`config.mk`:
```
export PLATFORM = sky130hd
export DESIGN_NAME = instr_fetch_unit
export DESIGN_NICKNAME = d
export VERILOG_FILES = /design/src/rtl/instr_fetch_unit.sv
export SDC_FILE = /design/constraint.sdc
export NUM_CORES = 1
export LEC_CHECK = 0
export CELL_PAD_IN_SITES_DETAIL_PLACEMENT = 1
export CELL_PAD_IN_SITES_GLOBAL_PLACEMENT = 1
export CORE_MARGIN = 5
export CORE_UTILIZATION = 36
export CTS_BUF_LIST = sky130_fd_sc_hd__clkbuf_8
export DETAILED_ROUTE_END_ITERATION = 12
export HOLD_SLACK_MARGIN = 0.08
export PLACE_DENSITY_LB_ADDON = 0.1
export SLEW_MARGIN = 10
export SYNTH_ARGS = -nofsm -noshare
export SYNTH_HDL_FRONTEND = slang
export SYNTH_SLANG_ARGS = --single-unit
```
`constraint.sdc`:
```
create_clock -name clk -period 1.99 [get_ports clk]
set_input_delay 0.398 -clock clk [delete_from_list [all_inputs] [get_ports clk]]
set_output_delay 0.398 -clock clk [all_outputs]
set_load 0.05 [all_outputs]
```
`src/rtl/instr_fetch_unit.sv`:
```
// Instruction fetch unit: issues one bus read per instruction, holds the word until
// decode accepts it, and discards in-flight responses after a redirect (flush).
module instr_fetch_unit #(
    parameter logic [31:0] NOP_INSTR = 32'h0000_0013
) (
    input  logic        clk,
    input  logic        rst_n,
    input  logic [31:0] pc,
    output logic        pc_en,
    input  logic        flush,
    output logic        mem_req,
    output logic [31:0] mem_addr,
    input  logic        mem_gnt,
    input  logic        mem_rvalid,
    input  logic [31:0] mem_rdata,
    input  logic        mem_err,
    output logic [31:0] instr,
    output logic [31:0] instr_pc,
    output logic        instr_valid,
    input  logic        instr_ready,
    output logic        fetch_fault
);

    typedef enum logic [2:0] {IDLE, REQ, WAIT, HOLD, DROP} state_e;

    state_e      state_q, state_d;
    logic        mem_req_q, mem_req_d;
    logic [31:0] mem_addr_q, mem_addr_d;
    logic [31:0] instr_q, instr_d;
    logic [31:0] instr_pc_q, instr_pc_d;
    logic        instr_valid_q, instr_valid_d;
    logic        fetch_fault_q, fetch_fault_d;
    logic        drop_pend_q, drop_pend_d;
    logic        started_q, started_d;
    logic        take_pc;

    always_comb begin
        state_d       = state_q;
        mem_addr_d    = mem_addr_q;
        instr_d       = instr_q;
        instr_pc_d    = instr_pc_q;
        instr_valid_d = instr_valid_q;
        fetch_fault_d = fetch_fault_q;
        drop_pend_d   = drop_pend_q;
        started_d     = 1'b1;
        pc_en         = 1'b0;
        take_pc       = 1'b0;

        case (state_q)
            IDLE: begin
                // started_q delays the first latch by one edge after reset release
                if (!flush && started_q) take_pc = 1'b1;
            end
            REQ: begin
                if (mem_gnt) begin
                    state_d     = (flush || drop_pend_q) ? DROP : WAIT;
                    drop_pend_d = 1'b0;
                end else if (flush) begin
                    drop_pend_d = 1'b1;
                end
            end
            WAIT: begin
                if (flush) begin
                    state_d = mem_rvalid ? IDLE : DROP;
                end else if (mem_rvalid) begin
                    instr_d       = mem_err ? NOP_INSTR : mem_rdata;
                    instr_valid_d = 1'b1;
                    fetch_fault_d = mem_err;
                    pc_en         = !mem_err;
                    state_d       = HOLD;
                end
            end
            HOLD: begin
                if (!flush && instr_valid_q && instr_ready) begin
                    take_pc       = 1'b1;
                    instr_valid_d = 1'b0;
                    fetch_fault_d = 1'b0;
                end
            end
            DROP: begin
                // the stale response is swallowed even if another flush arrives with it
                if (mem_rvalid) state_d = IDLE;
            end
            default: state_d = IDLE;
        endcase

        if (take_pc) begin
            instr_pc_d = pc;
            if (pc[1:0] != 2'b00) begin
                state_d       = HOLD;
                instr_valid_d = 1'b1;
                fetch_fault_d = 1'b1;
                instr_d       = NOP_INSTR;
            end else begin
                state_d    = REQ;
                mem_addr_d = {pc[31:2], 2'b00};
            end
        end

        if (flush) begin
            pc_en         = 1'b1;
            instr_valid_d = 1'b0;
            fetch_fault_d = 1'b0;
            if (state_q == HOLD) state_d = IDLE;
        end

        mem_req_d = (state_d == REQ);
    end

    always_ff @(posedge clk or negedge rst_n) begin
        if (!rst_n) begin
            state_q       <= IDLE;
            mem_req_q     <= 1'b0;
            mem_addr_q    <= 32'h0;
            instr_q       <= NOP_INSTR;
            instr_pc_q    <= 32'h0;
            instr_valid_q <= 1'b0;
            fetch_fault_q <= 1'b0;
            drop_pend_q   <= 1'b0;
            started_q     <= 1'b0;
        end else begin
            state_q       <= state_d;
            mem_req_q     <= mem_req_d;
            mem_addr_q    <= mem_addr_d;
            instr_q       <= instr_d;
            instr_pc_q    <= instr_pc_d;
            instr_valid_q <= instr_valid_d;
            fetch_fault_q <= fetch_fault_d;
            drop_pend_q   <= drop_pend_d;
            started_q     <= started_d;
        end
    end

    assign mem_req     = mem_req_q;
    assign mem_addr    = mem_addr_q;
    assign instr       = instr_q;
    assign instr_pc    = instr_pc_q;
    assign instr_valid = instr_valid_q;
    assign fetch_fault = fetch_fault_q;

endmodule
```
# After elaboration in Yosys (flattened, before gate mapping)
# Cells that the tools add are included.
# classes
muxes	37
order_cmp	0
n_reduce_logical	12
div_mod_pow	0
bitwise	1
eq_ne	5
n_shift	0
n_mul	0
addsub	0
# ops
op	n
$mux W32	6
$mux W3	9
$mux W1	17
$pmux W3 S4	1
$eq A3 B1 Y1 const B	2
$eq A3 B2 Y1 const B	2
$pmux W1 S2	3
$reduce_and A2 Y1	2
$reduce_bool A2 Y1	2
$eq A3 B3 Y1 const B	1
$logic_and A1 B1 Y1	3
$logic_not A3 Y1	1
$logic_not A1 Y1	2
$mux W2	1
$reduce_or A2 Y1	1
$logic_or A1 B1 Y1	1
$not A1 Y1	1
# totals
register_bits	102
n_memories	0
mem_bits_ro	0
mem_bits_rw	0
latch_bits	0

# Depth between registers and ports, before layout
# Gate-level depths: netlist (run 1).
# depth
ltp_word	9
ltp_mapped	7
ltp_nobuf	3

# Worst setup path before layout (run 1)
# Ideal clock, no wire load.
# synth_timing
path_kind	reg-to-output
from	register state_q[2]
to	output pc_en
t_required_ns	1.592
arrival_ns	1.881
path_buffers	1
stages_incl_launch_ff	4
setup_slack_ns	-0.289
path_cell_list	dfrtp_1 > clkbuf_1 > nand4bb_1 > o21ai_0
# synth_between
elab_chain_len	3
# synth_rtl
item	line	source
start, declared	26	state_e state_q, state_d;
start signal, assigned	122	state_q <= state_d;
$eq A3 B2 Y1	49	case (state_q)
$mux W1	49	
$mux W1	100	if (flush) begin
end, declared	9	output logic pc_en,
# No other way between the ends.

# Worst setup path in the final report (run 1)
# layout_timing
from	register mem_addr_q[11] (netlist: mem_addr[11])
to	output mem_addr[11]
# layout_rtl
item	line	source
start, declared	28	logic [31:0] mem_addr_q, mem_addr_d;
start signal, assigned	124	mem_addr_q <= mem_addr_d;
end, declared	12	output logic [31:0] mem_addr,
# No word-level cell between the ends.

==> out/metrics.yaml, run 1 <==
worst_pin_slew_ns: 0.6130
min_path_type: "reg -> reg"
floorplan.die_area_mm2: 0.01495
finalWeightedCongestion: 0.7510
timing.max_cap.violations: 0
number_of_antenna_violations_at_the_first_check_in_global_routing: 0
synth_enable_flop_cells: 0
timing.slew.headroom_pct: 59.14
rsz0062_at_grt: "false"
ys_types: 41
wire_length_of_the_first_global_routing_pass_mm: 21.36
totalNegativeSetupSlack_ns: 0
cellLeakagePower_nw: 3.767
cp_slowest_stage_delay_ns: 0.81
drt-wirelength-per-cell_um: 20.18
max_freq_ghz: 0.5154
cpMaxStageDelayCell: "sky130_fd_sc_hd__clkdlybuf4s50_1"
initial_core_util_pct: 36.40
result_of_the_run: "completed"
timing_worst_setup_path_type: "reg -> out"
max-vdd-ir-drop_uv: 641.2
routed-via-count: 3515
drive_gt1_share_pct: 24.56
post_dp_cell_area_mm2: 0.006518
crit_path_cell_trace: "clkdlybuf4s50_1"
drt_wl_total_mm: 13.90
setup_violations: 0
drt_drc_violations_left: 0
design.portCount: 171
number_of_buffers_created_by_cts: 9
viasPerCell: 5.102
path_delay_family: "buffers and inverters"
dpl.hpwl_mm: 9.866
layout_worst_path_cycle_share_pct: 97.50
synth-seq-area-share_pct: 56.33
numClockSinks: 102
antenna_cells_inserted: 0
most-common-layout-cells: "sky130_fd_sc_hd__dfrtp_1, sky130_fd_sc_hd__clkdlybuf4s50_1, sky130_fd_sc_hd__dlymetal6s2s_1"
power.density_mw_per_mm2: 1703
vias_in_the_first_global_route: 3881
cts-root-to-sink-buffers: 2
syn2layout_area_growth_pct: 51.45
crit_buf_inv: 1
die-height_um: 122.3
syn-mean-instance-area_um2: 13.43
numPortBuffers: 168
initialDrtViolationCount: 173
cts_root_buffer: "sky130_fd_sc_hd__clkbuf_8"
synth_area_mm2: 0.004538
report.power.total_mw: 11.70
post_layout_nonfiller_instances: 689
ys_warn_count: 0
grt_overflow: 0
placed_cells: 667
asyncSetResetFlopFracSynth_pct: 100.0
dominant_synthesized_flop_cell: "sky130_fd_sc_hd__dfrtp_1"
setup.worst_path.end_class: "output pin"
fillCellCount: 1282
finalMaxSlewViolations: 0
worstPathArrival_ns: 1.54
postLayoutCellArea_mm2: 0.006873
drt_first_pass_iters: 4
required_ns: 1.59
synthesis.instances: 338
post-route-min-period_ns: 1.940
fp.dieW_um: 122.3
crit_fanout: 2
synth-seq-cells: 102
final_common_cell: "sky130_fd_sc_hd__dfrtp_1"
cts_tree: "yes"
worst_hold_slack_ns: 0.5046
design.final.nets: 583
fp.coreArea_mm2: 0.01247
worstSkewPairLatency_ns: 0.38
placementRows: 41
route.antenna.remaining_nets: 0
finalHoldViolations: 0
groute.usage.overall_pct: 18.59
cts_max_level: 3
critPathLaunchType: "flip-flop"
final.setup_skew_ns: 0.01057
path_clk_slew_ns: 0.09
pin_count_of_the_biggest_net_entering_global_routing: 40
==> per-stage QoR <==
step           utilization (%)  setup slack [ns]
6_report                 55.13           0.04984
5_1_grt                  55.13         0.0004802
4_1_cts                  53.82         0.0002038
3_5_place_dp             52.28           -0.2725
3_3_place_gp             52.28           -0.2424
2_1_floorplan                -           0.06062
==> synth_stat cells (all sizes together) (2+ instances only) <==
cell     instances  area, um2
nor3b            2      15.01
buf             14      130.1
a31oi            3      18.77
o2111ai          2      17.52
and3b            3      26.28
nor4             4      25.02
conb             2      7.510
o22ai            4      25.02
a22oi           29      217.7
o21ai           34      170.2
mux2            62      807.0
dfrtp           99       2477
or2              3      18.77
clkbuf          23      86.33
a21oi            3      15.01
dfstp            3      78.83
nor2             3      11.26
nand4b          29      254.0
==> repair_timing <==
action                                 CTS  global route
resized for setup                       34            54
buffers inserted                         1             4
pin swaps                                1             1
setup endpoints to repair               30            65
hold buffers                             1             0
endpoints found under the hold margin   31             0
==> registers in the layout (all words and copies together) (netlist names) <==
name / cells
state_q: 3
drop_pend_q: 1
fetch_fault: 1
mem_req: 1
instr_pc: 32
started_q: 1
instr: 32
instr_valid: 1
mem_addr: 30
==> final cells by class <==
class | instances | area [um2] | share of cell area, %
inverters | 1 | 3.754 | 0.05461
multi-input cells | 199 | 1813 | 26.38
clock buffers | 11 | 151.4 | 2.203
flip-flops and latches | 102 | 2559 | 37.23
repair buffers | 199 | 2105 | 30.62
well taps | 172 | 215.2 | 3.131
clock inverters | 5 | 26.28 | 0.3823
==> worst register-to-register path, delay by kind of cell, from the launching register on <==
family / cells / cell delay (ns)
simple gates: 1 / 0.50
mux: 1 / 0.31
flops: 1 / 0.40
compound gates: 1 / 0.25
buf+inv: 2 / 0.29
==> report_power, final <==
group          total (mW)  switching, mW  internal [mW]
sequential           3.52          0.527           2.99
combinational        6.97           4.49           2.48
clock                1.22          0.707          0.513
total                11.7           5.72           5.98
==> final timing paths <==
kind / from / to / slack, ns / cells after the start
worst max-delay path: mem_addr[11] / mem_addr[11] / 0.05 / 1
worst min-delay path: instr_pc[11] / instr_pc[11] / 0.50 / 1
max in group asynchronous: rst_n / instr[4] / 0.83 / 3
worst min register to register: instr_pc[11] / instr_pc[11] / 0.50 / 1
min in group asynchronous: rst_n / mem_addr[19] / 0.52 / 2
worst max register to register: state_q[2] / mem_addr[20] / 0.11 / 5
==> layer usage <==
layer | wire [um] | track usage, %
met2 | 6976 | 31.23
met1 | 5825 | 22.48
met3 | 885 | 6.959
met5 | 0 | 0
met4 | 214 | 5.108
==> cells by family after synthesis <==
| kind of cell | synth area share [%] |
|---|---|
| buf+inv | 4.852 |
| other cells | 0.1655 |
| simple gates | 8.850 |
| mux | 18.00 |
| compound gates | 11.80 |
| flops | 56.33 |
Note: power is estimated with default switching activity, not from simulation.
==> inputs of run 2 (changes only) <==
--- a/config.mk
+++ b/config.mk
@@ -10,6 +10,7 @@
 export CORE_MARGIN = 5
 export CORE_UTILIZATION = 36
 export CTS_BUF_LIST = sky130_fd_sc_hd__clkbuf_8
+export CTS_CLUSTER_DIAMETER = 60
 export DETAILED_ROUTE_END_ITERATION = 12
 export HOLD_SLACK_MARGIN = 0.08
 export PLACE_DENSITY_LB_ADDON = 0.1
==> results of run 2 <==
Final layout, timing and power as in run 1 (identical DEF).
==> inputs of run 3 (changes only) <==
--- a/config.mk
+++ b/config.mk
@@ -12,7 +12,7 @@
 export CTS_BUF_LIST = sky130_fd_sc_hd__clkbuf_8
 export CTS_CLUSTER_DIAMETER = 60
 export DETAILED_ROUTE_END_ITERATION = 12
-export HOLD_SLACK_MARGIN = 0.08
+export GPL_TIMING_DRIVEN = 0
 export PLACE_DENSITY_LB_ADDON = 0.1
 export SLEW_MARGIN = 10
 export SYNTH_ARGS = -nofsm -noshare
==> run 3 against run 2 <==
Effect of this change:
- critical path depth is 5 higher
- clock power grew 4%
- sequential share of layout area down 0.063 points
- design area is essentially flat
- sequential cell count did not move
- die area unchanged
- worst hold slack got worse by 0.14 ns
- largest power group unchanged
- critical endpoint is now mem_addr[29]
- sequential power down 2%
==> out/metrics.yaml, run 3 (same netlist as run 1, synthesis figures left out) <==
result_of_the_run: "completed"
cts_tree: "yes"
drive_gt1_share_pct: 21.97
cts-root-to-sink-buffers: 2
layout.area.seq_mm2: 0.002556
finalMaxSlewViolations: 0
cts_root_buffer: "sky130_fd_sc_hd__clkbuf_8"
numPortBuffers: 167
layout_worst_path_cycle_share_pct: 99.62
grt_overflow: 0
timing_worst_setup_path_type: "reg -> reg"
wire_length_of_the_first_global_routing_pass_mm: 21.36
fp.dieW_um: 122.3
path_clk_slew_ns: 0.09
initial_core_util_pct: 36.40
finalHoldViolations: 0
syn2layout_area_growth_pct: 51.56
post-route-min-period_ns: 1.982
number_of_buffers_created_by_cts: 9
postLayoutCellArea_mm2: 0.006878
design.final.nets: 594
groute.usage.overall_pct: 18.47
initialDrtViolationCount: 216
drt_first_pass_iters: 4
cellLeakagePower_nw: 3.761
timing.slew.headroom_pct: 63.54
antenna_cells_inserted: 0
reg2reg_setup_slack_ns: 0.008
worstPathArrival_ns: 2.25
worstReg2RegStart: "state_q[2]"
placed_cells: 679
rr_endpoint: "mem_addr[29]"
totalNegativeSetupSlack_ns: 0
fillCellCount: 1293
finalWeightedCongestion: 0.7573
vias_in_the_first_global_route: 3918
floorplan.die_area_mm2: 0.01495
min_path_type: "in -> reg"
worst_pin_slew_ns: 0.5490
route.antenna.remaining_nets: 0
number_of_cells_traversed_by_the_worst_register_to_register_path: 6
pin_count_of_the_biggest_net_entering_global_routing: 74
worst_hold_slack_ns: 0.3630
most-common-layout-cells: "sky130_fd_sc_hd__dfrtp_1, sky130_fd_sc_hd__clkdlybuf4s50_1, sky130_fd_sc_hd__dlymetal6s2s_1"
number_of_antenna_violations_at_the_first_check_in_global_routing: 0
setup.worst_path.end_class: "flip-flop"
max-vdd-ir-drop_uv: 902.6
numClockSinks: 102
timing.max_cap.violations: 0
drt_drc_violations_left: 0
max_freq_ghz: 0.5044
required_ns: 2.26
drt_wl_total_mm: 13.72
worstSkewPairLatency_ns: 0.38
crit_fanout: 10
post_layout_nonfiller_instances: 700
placementRows: 41
fp.coreArea_mm2: 0.01247
final.setup_skew_ns: 0.009533
routed-via-count: 3560
viasPerCell: 5.086
cts_max_level: 3
rsz0062_at_grt: "true"
critPathLaunchType: "flip-flop"
design.portCount: 171
die-height_um: 122.3
final_common_cell: "sky130_fd_sc_hd__dfrtp_1"
drt-wirelength-per-cell_um: 19.60
setup_violations: 0
multi_input_comb_area_mm2: 0.001817
power.density_mw_per_mm2: 1701
hold_depth: 3
post_dp_cell_area_mm2: 0.006457
critPathLaunch: "state_q[2]"
holdPathEnd: "state_q[2]"
dpl.hpwl_mm: 9.824
min_from: "flush"
==> run 3: cell types whose count changed in the layout (fill, tap and decap cells not counted), sizes merged <==
cell	before	now
clkinv	3	4
clkdlybuf4s50	76	80
buf	40	21
bufinv	0	1
dlymetal6s2s	53	56
clkbuf	11	32
==> run 3: timing repair <==
action | 4_1_cts | 5_1_grt
setup buffers | 2 | 3
hold buffers | 1 | 0
endpoints found under the setup margin | 85 | 87
resized for setup | 45 | 73
endpoints found under the hold margin | 29 | 0
pin swaps | 1 | 3
==> run 3: stage by stage <==
stage               util (%)  worst slack [ns]  power (mW)
CTS                    53.47          -0.01305       11.78
finish                 55.17          0.007619       11.70
detailed placement     51.80           -0.6539       10.60
global route           55.17          -0.04291       12.29
floorplan                  -           0.06062       8.075
global placement       51.57            -3.440       10.43
==> run 3: cell type report <==
cell class	count	share of cell area, %
Buffer	36	3.475
Multi-Input combinational cell	199	26.41
Tap cell	172	3.129
Clock buffer	9	1.801
Inverter	1	0.05458
Timing Repair Buffer	174	27.12
Clock inverter	7	0.8368
Sequential cell	102	37.17
==> run 3: report_power, final <==
group	switching (mW)	internal [mW]	total [mW]
Sequential	0.475	2.98	3.46
Clock	0.707	0.565	1.27
Combinational	4.51	2.45	6.97
==> run 3: critical path, stage by stage, from the launching register on <==
cell	delay, ns
sky130_fd_sc_hd__dfrtp_1	0.41
sky130_fd_sc_hd__buf_4	0.14
sky130_fd_sc_hd__or4_4	0.50
sky130_fd_sc_hd__o2bb2a_4	0.23
sky130_fd_sc_hd__buf_6	0.13
sky130_fd_sc_hd__buf_8	0.15
sky130_fd_sc_hd__mux2_4	0.30
==> run 3: worst max-delay path by stage <==
stage	to	slack (ns)
floorplan	mem_addr[22]	0.06
global placement	instr[19]	-3.44
detailed placement	pc_en	-0.65
CTS	instr[18]	-0.01
global route	instr[27]	-0.04
finish	mem_addr[29]	0.008
==> run 3: routing by layer <==
metal	vias up	GRT usage, %	wire (um)
li1	1635	-	-
met5	-	0	0
met3	9	6.175	860
met4	0	4.689	168
met1	1813	22.56	5722
met2	103	31.47	6969
